--- config.mk ---
export PLATFORM = sky130hd
export DESIGN_NAME = multi_lane_fifo
export DESIGN_NICKNAME = d
export VERILOG_FILES = /design/src/rtl/multi_lane_fifo.sv
export SDC_FILE = /design/constraint.sdc
export NUM_CORES = 1
export LEC_CHECK = 0
export BUFFER_PORTS_ARGS = -buffer_cell sky130_fd_sc_hd__buf_2
export CORE_ASPECT_RATIO = 2
export CORE_MARGIN = 2
export CORE_UTILIZATION = 57
export DETAILED_ROUTE_END_ITERATION = 12
export PLACE_DENSITY = 0.8
export SLEW_MARGIN = 20
export SYNTH_ARGS = -nofsm -noshare
export SYNTH_HDL_FRONTEND = slang
export SYNTH_SLANG_ARGS = --single-unit
--- constraint.sdc ---
create_clock -name clk -period 3 [get_ports clk]
set_input_delay 0.15 -clock clk [delete_from_list [all_inputs] [get_ports clk]]
set_output_delay 0.15 -clock clk [all_outputs]
set_load 0.01 [all_outputs]
--- src/rtl/multi_lane_fifo.sv ---
// multi_lane_fifo: circular FIFO whose entries are WIDTH lanes of RES bits.
// Supports registered read (FWFT=0) or first-word-fall-through (FWFT=1).
// Ports:
//   clk, rst, clear       clock, sync active-high reset, sync flush (same effect)
//   wr_en, data_in        write request and entry (unpacked lane array)
//   rd_en                 read request
//   data_out, out_valid   read entry and its qualifier
//   empty/full/almost_*   status decoded from the registered count
//   count                 stored entries
//   overflow, underflow   sticky error flags, cleared only by rst/clear

// Storage and read path for one lane of every entry.
module multi_lane_fifo_lane #(
  parameter int RES   = 8,
  parameter int DEPTH = 4,
  parameter int PW    = 2,
  parameter int FWFT  = 0
) (
  input  logic           clk,
  input  logic           i_flush,
  input  logic           i_we,
  input  logic [PW-1:0]  i_waddr,
  input  logic [RES-1:0] i_din,
  input  logic           i_re,
  input  logic [PW-1:0]  i_raddr,
  output logic [RES-1:0] o_dout
);
  logic [RES-1:0] r_mem [DEPTH];

  // Memory is never reset; pointers alone define what is valid.
  always_ff @(posedge clk) begin
    if (i_we) r_mem[i_waddr] <= i_din;
  end

  if (FWFT != 0) begin : g_fwft
    logic w_unused;
    assign w_unused = &{1'b0, i_flush, i_re};
    assign o_dout   = r_mem[i_raddr];
  end else begin : g_reg
    logic [RES-1:0] r_dout;
    // Old contents are captured even when a write hits the same slot this
    // edge (full FIFO with simultaneous read and write).
    always_ff @(posedge clk) begin
      if (i_flush)   r_dout <= '0;
      else if (i_re) r_dout <= r_mem[i_raddr];
    end
    assign o_dout = r_dout;
  end
endmodule

module multi_lane_fifo #(
  parameter int RES      = 8,
  parameter int DEPTH    = 4,
  parameter int WIDTH    = 3,
  parameter int AF_LEVEL = DEPTH - 1,
  parameter int AE_LEVEL = 1,
  parameter int FWFT     = 0
) (
  input  logic                       clk,
  input  logic                       rst,
  input  logic                       clear,
  input  logic                       wr_en,
  input  logic [RES-1:0]             data_in [WIDTH],
  input  logic                       rd_en,
  output logic [RES-1:0]             data_out [WIDTH],
  output logic                       out_valid,
  output logic                       empty,
  output logic                       full,
  output logic                       almost_full,
  output logic                       almost_empty,
  output logic [$clog2(DEPTH+1)-1:0] count,
  output logic                       overflow,
  output logic                       underflow
);
  localparam int PW = $clog2(DEPTH);
  localparam int CW = $clog2(DEPTH + 1);

  logic [PW-1:0] r_wr_ptr, r_rd_ptr;
  logic [CW-1:0] r_count;
  logic          r_ovf, r_unf;
  logic          w_flush, w_rd_acc, w_wr_acc;

  function automatic logic [PW-1:0] f_next(input logic [PW-1:0] p);
    return (p == PW'(DEPTH - 1)) ? '0 : p + 1'b1;
  endfunction

  assign w_flush  = rst | clear;
  // Flush wins over any request in the same cycle.
  assign w_rd_acc = ~w_flush & rd_en & ~empty;
  // A full FIFO still takes a write when a read frees a slot this cycle.
  assign w_wr_acc = ~w_flush & wr_en & (~full | w_rd_acc);

  assign count        = r_count;
  assign empty        = (r_count == '0);
  assign full         = (r_count == CW'(DEPTH));
  assign almost_full  = (r_count >= CW'(AF_LEVEL));
  assign almost_empty = (r_count <= CW'(AE_LEVEL));
  assign overflow     = r_ovf;
  assign underflow    = r_unf;

  always_ff @(posedge clk) begin
    if (w_flush) begin
      r_wr_ptr <= '0;
      r_rd_ptr <= '0;
      r_count  <= '0;
      r_ovf    <= 1'b0;
      r_unf    <= 1'b0;
    end else begin
      if (w_wr_acc) r_wr_ptr <= f_next(r_wr_ptr);
      if (w_rd_acc) r_rd_ptr <= f_next(r_rd_ptr);
      case ({w_wr_acc, w_rd_acc})
        2'b10:   r_count <= r_count + 1'b1;
        2'b01:   r_count <= r_count - 1'b1;
        default: r_count <= r_count;
      endcase
      if (wr_en && !w_wr_acc) r_ovf <= 1'b1;
      if (rd_en && empty)     r_unf <= 1'b1;
    end
  end

  if (FWFT != 0) begin : g_vld_fwft
    assign out_valid = ~empty;
  end else begin : g_vld_reg
    logic r_out_valid;
    always_ff @(posedge clk) begin
      if (w_flush) r_out_valid <= 1'b0;
      else         r_out_valid <= w_rd_acc;
    end
    assign out_valid = r_out_valid;
  end

  for (genvar g = 0; g < WIDTH; g++) begin : g_lane
    multi_lane_fifo_lane #(
      .RES(RES), .DEPTH(DEPTH), .PW(PW), .FWFT(FWFT)
    ) u_lane (
      .clk     (clk),
      .i_flush (w_flush),
      .i_we    (w_wr_acc),
      .i_waddr (r_wr_ptr),
      .i_din   (data_in[g]),
      .i_re    (w_rd_acc),
      .i_raddr (r_rd_ptr),
      .o_dout  (data_out[g])
    );
  end
endmodule

==> out/metrics.cfg <==
[global_route]
met2_usage=0.369
track_usage=0.228
grt_use_met3=0.0814
grt_first_pass_wirelength_mm=14.4
use_met1=0.242
antenna_found_initial=0
grt-ovfl-total=0
grt.busiest_layer=met2
grt_pass1_vias=2912
grt_max_degree=28

[setup_path]
cp.required_ns=3.09
worst-r2r-setup-slack_ns=0.79
cp_max_fo=19
rr_worst_depth=6
crit_start=count[0]
r2r-end=g_lane[2].u_lane.r_mem[1][1]
crit_path_start_kind=register
r2r-start=count[0]
worstPathArrival_ns=2.30
worst_setup_path_end_kind=register
path_class=register to register

[sta]
setup_tns_ns=0
worstMarginPinSlew_ns=0.890
maxSlewViolCount=0
setup_violations=0
rsz0062_at_grt=false
finClkSkew_ns=0.00729
max_freq_ghz=0.452
layout_setup_ws_ns=0.787
period_share=0.738
slew_headroom=0.407
period_needed_ns=2.21
hold_viol_final=0

[clock_tree]
cts_made_buffers=17
htreeDepth=4
cts-root-buf=clkbuf_16
insertion_delay_ns=0.41
cts_sinks=130
path_clk_slew_ns=0.05
clk_path_buf_depth=2
cts_tree=yes
post_cts_buffers=0

[route]
wl_per_cell_um=19.3
antenna_left=0
drt_pass1_iterations=4
vias=2695
drc_errors=0
drt-initial-drc-count=141
wirelength_mm=8.97
vias_per_cell=5.81

[floorplan]
initial_core_util=0.583
core_area_um2=8230
io_pins=63
die_y_um=134
num_rows=47
dieArea_um2=9210
die-width_um=68.9

[pwr]
pwr-share-comb=0.030
cellPowerDensity_nw_per_um2=673
swShare=0.192
clockPowerShare=0.489
p_leak_uw=0.00222
switchingPower_uw=781
power_frac_seq=0.481
vdd_drop_max_uv=511
p_int_uw=3290

[synth]
syn-instance-count=253
syn_area_per_cell_um2=19.0
synth_nets=292
yosysWarnings=0
synth_area_leaders=edfxtp_1, dfxtp_1, mux4_2, a22o_1, ha_1
synth_top_area_frac=0.601
synth-seq-cells=130
yosysTopAreaCell=edfxtp_1
yosysSeqAreaShare=0.742
ys_types=33
syn_area_um2=4800

[placement]
place_congestion=0.777
dp.cells=408
dp_slack_ns=0.829
io_buffers=62
dp_hpwl_mm=5.43

[flow_run]
cap_violations=0

[finish]
diodes=0
drive_above_1_share=0.355
fin_util=0.735
syn2layout_area_growth_pct=26.0
nets=392
stdcell_count=464

[min_path]
min_to=r_rd_ptr[1]
hold_class=input pin to register
hold_depth=3
hold_start=rd_en

[status]
outcome=finished, final reports clean

[per-layer routing]
layer	part of all wire	wire length (µm)	up-vias
met1	0.36	3210	1354
met4	0.041	371	0
li1	-	-	1211
met2	0.55	4960	99
met3	0.048	433	31
met5	0	0	-
[repair_timing]
action / 4_1_cts / 5_1_grt
hold buffers: 24 / 0
endpoints found under the hold margin: 96 / 0
resized for setup: 0 / 0
[placed cells by master (no fill, tap or decap), types with 2 or more instances in the layout]
cell	Yosys	routed
clkinv_2	0	4
a21oi_2	1	2
nand2_1	7	7
buf_4	2	7
dfxtp_1	34	33
clkinvlp_4	0	2
edfxtp_1	96	96
clkbuf_1	1	2
ha_1	10	10
a22o_1	24	24
bufinv_16	0	2
clkbuf_16	0	17
nand3_1	2	2
buf_2	8	62
and2_1	4	4
dlygate4sd3_1	0	24
mux4_2	24	24
o31ai_1	2	2
clkbuf_8	0	3
nor2_1	7	7
a21oi_1	7	6
inv_1	7	7
[per-stage QoR]
step / area [µm²] / total power (µW) / hold slack [ns]
floorplan: 4800 / 2040 / 0.249
CTS: 6050 / 4100 / 0.0673
finish: 6050 / 4070 / 0.0836
detailed placement: 5230 / 2090 / 0.367
global placement: 5230 / 2090 / 0.361
global route: 6050 / 4180 / 0.0997
[cell type report]
class                           instances  area [µm²]
Multi-Input combinational cell        103        1150
Clock inverter                         10         108
Sequential cell                       130        3560
Tap cell                               98         123
Timing Repair Buffer                   93         603
Clock buffer                           22         474
Inverter                                8        30.0
Fill cell                             492        2180
[power groups by stage]
stage | Sequential (µW) | Combinational, µW | Clock (µW)
after floorplan | 1990 | 47.3 | 0
after global placement | 1990 | 93.8 | 0
after detailed placement | 1990 | 97.9 | 0
after CTS | 1960 | 123 | 2020
after global routing | 1960 | 134 | 2080
final | 1960 | 124 | 1990
[how the worst max path moves through the flow]
stage | end | slack, ns | depth (start not counted)
finish | g_lane[2].u_lane.r_mem[1][1] | 0.79 | 6
floorplan | g_lane[0].u_lane.r_mem[0][0] | 0.84 | 5
global route | g_lane[2].u_lane.r_mem[1][1] | 0.64 | 6
detailed placement | g_lane[0].u_lane.r_mem[1][6] | 0.83 | 6
global placement | g_lane[0].u_lane.r_mem[1][4] | 0.92 | 6
CTS | g_lane[2].u_lane.r_mem[1][1] | 0.78 | 6
[worst max-delay path, cell delays in order (launching register included)]
cell and delay (ns):
dfxtp_1 0.37, inv_1 0.12, ha_1 0.30, nand2_1 0.14, o211a_1 0.27, and2_1 0.32, buf_4 0.35
[registers in the layout, indices dropped and copies added, names as in the netlist]
register and count:
underflow 1, overflow 1, count 3, g_lane.u_lane.o_dout 24, out_valid 1, g_lane.u_lane.r_mem 96, r_rd_ptr 2, r_wr_ptr 2
[Yosys cell counts (all sizes together)]
master and number:
edfxtp 96, dfxtp 34, a22o 24, mux4 24, buf 11, ha 10, a21oi 8, inv 8
nor2 8, nand2 7, and2 4, nand3 2, o31ai 2, or3 2, a31oi 1, and3 1
clkbuf 1, mux2 1, nand2b 1, nand3b 1, nor3 1, o2111ai 1, o211a 1, o211ai 1
o21ai 1, o32a 1, or2 1
[kinds of logic (layout without fill, tap and decap cells)]
family,count (synthesis),after routing,share of synthesized area
AO/OA/AOI/OAI,40,40,0.0660
adder cells (fa/ha/maj),10,10,0.0261
buffers and inverters,20,133,0.0193
flip-flops,130,130,0.742
multiplexers,25,25,0.115
AND/OR/NAND/NOR,28,28,0.0313
Power figures use the tool's default switching activity.
